**config.mk**
```make
export PLATFORM = sky130hd
export DESIGN_NAME = fir
export DESIGN_NICKNAME = d
export VERILOG_FILES = /design/src/rtl/fir.sv
export SDC_FILE = /design/constraint.sdc
export NUM_CORES = 2
export LEC_CHECK = 0
export BUFFER_PORTS_ARGS = -buffer_cell sky130_fd_sc_hd__buf_2
export CAP_MARGIN = 10
export CELL_PAD_IN_SITES_DETAIL_PLACEMENT = 1
export CELL_PAD_IN_SITES_GLOBAL_PLACEMENT = 1
export CORE_UTILIZATION = 45
export DETAILED_ROUTE_END_ITERATION = 6
export PLACE_DENSITY_LB_ADDON = 0.05
export SLEW_MARGIN = 25
export SYNTH_ARGS = -nofsm -noshare
export SYNTH_HDL_FRONTEND = slang
export SYNTH_SLANG_ARGS = --single-unit
```
**constraint.sdc**
```tcl
create_clock -name clk -period 10.1 [get_ports clk]
set_clock_uncertainty 0.1 [all_clocks]
set_input_delay 0 -clock clk [delete_from_list [all_inputs] [get_ports clk]]
set_output_delay 0 -clock clk [all_outputs]
set_load 0.02 [all_outputs]
```
**src/rtl/fir.sv**
```systemverilog
// fir: 4-tap direct-form FIR filter, unsigned arithmetic, registered output.
//   y[n] = c0*x[n] + c1*x[n-1] + c2*x[n-2] + c3*x[n-3]
//
// Optional build macro: FIR_VLD_GATE_EN
//   defined   : the filter advances only on edges where in_data_vld=1
//   undefined : every rising edge out of reset advances; in_data_vld is ignored
//
// Ports
//   clk          in   1       rising-edge clock
//   reset        in   1       asynchronous, active-low reset
//   x_in         in   DATA_W  unsigned input sample
//   in_data_vld  in   1       sample qualifier (used only with FIR_VLD_GATE_EN)
//   c0..c3       in   COEF_W  unsigned tap coefficients, c0 on newest sample
//   y_out        out  OUT_W   registered filter result
module fir #(
    parameter int unsigned DATA_W = 17,
    parameter int unsigned COEF_W = 17,
    parameter int unsigned OUT_W  = DATA_W + COEF_W + 2
) (
    input  logic              clk,
    input  logic              reset,
    input  logic [DATA_W-1:0] x_in,
    input  logic              in_data_vld,
    input  logic [COEF_W-1:0] c0,
    input  logic [COEF_W-1:0] c1,
    input  logic [COEF_W-1:0] c2,
    input  logic [COEF_W-1:0] c3,
    output logic [OUT_W-1:0]  y_out
);

    localparam int unsigned PROD_W = DATA_W + COEF_W;

    logic [DATA_W-1:0] r_d0;
    logic [DATA_W-1:0] r_d1;
    logic [DATA_W-1:0] r_d2;
    logic [OUT_W-1:0]  r_y;

    logic [PROD_W-1:0] w_p0;
    logic [PROD_W-1:0] w_p1;
    logic [PROD_W-1:0] w_p2;
    logic [PROD_W-1:0] w_p3;
    logic [OUT_W-1:0]  w_sum;
    logic              w_adv;

    // Advance qualifier
`ifdef FIR_VLD_GATE_EN
    assign w_adv = in_data_vld;
`else
    logic w_unused_vld;
    assign w_unused_vld = in_data_vld;
    assign w_adv        = 1'b1;
`endif

    // Tap products against the pre-edge delay line; coefficients are not latched
    assign w_p0 = PROD_W'(c0) * PROD_W'(x_in);
    assign w_p1 = PROD_W'(c1) * PROD_W'(r_d0);
    assign w_p2 = PROD_W'(c2) * PROD_W'(r_d1);
    assign w_p3 = PROD_W'(c3) * PROD_W'(r_d2);

    // Two guard bits absorb the carry of the four-way sum
    assign w_sum = OUT_W'(w_p0) + OUT_W'(w_p1) + OUT_W'(w_p2) + OUT_W'(w_p3);

    // Delay line and output register; hold on non-advancing edges
    always_ff @(posedge clk or negedge reset) begin
        if (!reset) begin
            r_d0 <= '0;
            r_d1 <= '0;
            r_d2 <= '0;
            r_y  <= '0;
        end else if (w_adv) begin
            r_d0 <= x_in;
            r_d1 <= r_d0;
            r_d2 <= r_d1;
            r_y  <= w_sum;
        end
    end

    assign y_out = r_y;

endmodule

```
==> run metrics <==
number of distinct library cells after synthesis=48; kind of critical path=reg -> reg; Mean Syn Cell Area=9.605 sq um; R2R Path End=y_out[33]$_DFF_PN0_; R2R Path Start=r_d0[8]$_DFF_PN0_; Detail Route Antenna Nets=0; first-pass GRT wire length=196.1 mm; core area=91520 sq um; CTS sink cnt=87; Critical Path End Type=flop; dominant cell by count in the synthesized netlist=inv_1; Slew headroom=29.89%; post-synth top area cell=fa_1; Area Overhead vs Synth=5.526%; layout cells sized above 1=4.096%; Clk Latency, worst-skew pair=0.42 ns; period utilization=93.43%; worst-path maximum fanout=18; Cell Area, Synth=just over 40000 sq um; Post-synth EDFFs=0; Post-Route WL=121.5 mm; status=complete, no violations; maximum clock frequency=0.1060 GHz; Vias per Instance=5.015; Max-Cap Viols=0; CP Launch Type=flop; Clock Tree Buf Depth=2; via count=between 20000 and 30000; Post-CTS Setup Bufs=0; clock root cell=clkbuf_16; Worst Path Required=10.29 ns; mean routed wirelength per cell=21.86 um; largest net degree at the start of global routing=49; vias in the first global route=32320; Chip Width=305.9 um; sequential area share after synthesis=5.240%; async set-or-reset flop fraction in the synthesized netlist=100.0%; Final #Nets=5945; top-area cell type share of the netlist area=52.32%; Die Ht=305.9 um; Fin Setup TNS=0 ns; CTS tree=built; CTS clock-pin slew for the worst setup and hold paths=around 0.09 ns; initial antenna violation count=15; cts bufs inserted=9; IO buf count=about 120; Final min period=9.436 ns; GRT Overall Usage=27.93%; Synth Flop Type=dfrtp_1; initial core utilization=45.40%; final setup fails=0; Synth top cells by count=inv_1, fa_1, and2_1; Final Hold Violating Endpoints=0; cts repair resizes=0; TritonRoute pass-1 iters=5; RSZ-0062 raised after global routing=false; Synth warnings=0; GRT overflow=0; FP Rows=111; arrival time at the worst endpoint=~9.6 ns; CTS H-tree depth=3; Seq cells post-synth=87; 1st-iter DRT viols=~1100; area of placed instances=43340 sq um; Least-Margin Pin Slew=1.052 ns; Synth area leaders=fa_1, ha_1, inv_1, and2_1, dfrtp_1; R2R cell count=23; Hold Path Class=in -> async; Cells after Synth=4326; HPWL after DPL=107.0 mm; Design Area, Final=43850 sq um; routability cong.=0.8519; DIE AREA=93550 sq um; Post-route DRC=0; Slew Limit Fails=0; syn_nets=roughly 6000; boundary pin count=approximately 120; Reg2Reg Setup Slack=about 0.66 ns
[layer usage]
layer / track usage (%) / part of all wire (%) / up-vias
li1: - / - / 12280
met1: 40.48 / 47 / 15060
met2: 45.20 / 47 / 427
met3: 3.705 / 4.0 / 94
met4: 5.119 / 1.7 / 18
met5: 0 / 0.097 / -
[placed cells by master (no fill, tap or decap), types with 6 or more instances in the layout]
master and count:
inv_1 1239, fa_1 1086, and2_1 674, nand2_1 505
ha_1 406, buf_2 121, dfrtp_1 87, buf_4 33
a21oi_1 29, xnor2_1 24, nor2_1 18, dlygate4sd3_1 18
o21ai_0 16, xor2_1 11, clkbuf_16 9, a21o_1 8
nand3_1 7, nor3_1 7, nand4_1 6, a31oi_1 6
o21a_1 6
[worst max path at each step]
stage / slack (ns) / start / cells after the start / end
after global placement: 0.69 / r_d0[8]$_DFF_PN0_ / 23 / y_out[33]$_DFF_PN0_
after floorplan: 2.36 / r_d2[0]$_DFF_PN0_ / 25 / y_out[33]$_DFF_PN0_
after global routing: 0.42 / r_d0[8]$_DFF_PN0_ / 23 / y_out[33]$_DFF_PN0_
final: 0.66 / r_d0[8]$_DFF_PN0_ / 23 / y_out[33]$_DFF_PN0_
after detailed placement: 0.80 / r_d0[11]$_DFF_PN0_ / 23 / y_out[33]$_DFF_PN0_
after CTS: 0.64 / r_d0[8]$_DFF_PN0_ / 23 / y_out[33]$_DFF_PN0_
[stage by stage]
| stage | utilization, % | std cells | worst slack, ns | hold slack (ns) |
|---|---|---|---|---|
| floorplan | - | 4326 | 2.359 | -0.3956 |
| CTS | 47.90 | 5556 | 0.6368 | 0.1011 |
| finish | 47.91 | 5558 | 0.6638 | 0.1100 |
| detailed placement | 47.36 | 5522 | 0.8000 | 0.02264 |
| global placement | 47.36 | 5522 | 0.6931 | 0.008513 |
| global route | 47.90 | 5557 | 0.4233 | 0.1509 |
[layout make-up]
| type | count | area (sq um) |
|---|---|---|
| antenna | 2 | 5.005 |
| timing repair buffer | 172 | 1033 |
| sequential | 87 | 2177 |
| clock inverter | 6 | 77.57 |
| tap | 1186 | 1484 |
| multi-input combinational | 2856 | 34180 |
| inverter | 1239 | 4651 |
| fill | 10520 | 47680 |
| clock buffer | 10 | 239.0 |
[registers in the layout, summed over array words and instances (netlist names)]
register,cells
r_d2,17
y_out,36
r_d0,17
r_d1,17
[critical path: stages, from the launching register on]
cell	delay (ns)
dfrtp_1	1.04
nand2_1	0.19
fa_1	0.58
inv_1	0.05
fa_1	0.48
fa_1	0.59
fa_1	0.49
fa_1	0.60
fa_1	0.53
fa_1	0.66
fa_1	0.48
fa_1	0.51
inv_1	0.06
fa_1	0.49
inv_1	0.04
ha_1	0.42
and4_1	0.28
nand2_1	0.13
a2111oi_4	0.44
nor4_2	0.06
buf_4	0.17
o41ai_2	0.51
a21oi_1	0.18
xnor2_1	0.16
[kinds of logic (layout without fill, tap and decap cells)]
logic type	after synthesis	count (layout)	share of synthesized area, %
DFF	87	87	5.240
AOI/OAI and AO/OA	92	92	1.497
other	0	2	0
xor gates and xnor gates	35	35	0.7378
buffers and inverters	1383	1427	12.50
and+or+nand+nor	1237	1237	15.48
adders and majority gates	1492	1492	64.55
[repair_timing]
action | 4_1_cts | 5_1_grt
hold endpoints to repair | 56 | 0
hold buffers | 18 | 0
endpoints found under the setup margin | 0 | 0
Power is left out: the tool's default activity adds up to more than one toggle a clock period on the data nets, which glitch-free logic cannot reach.
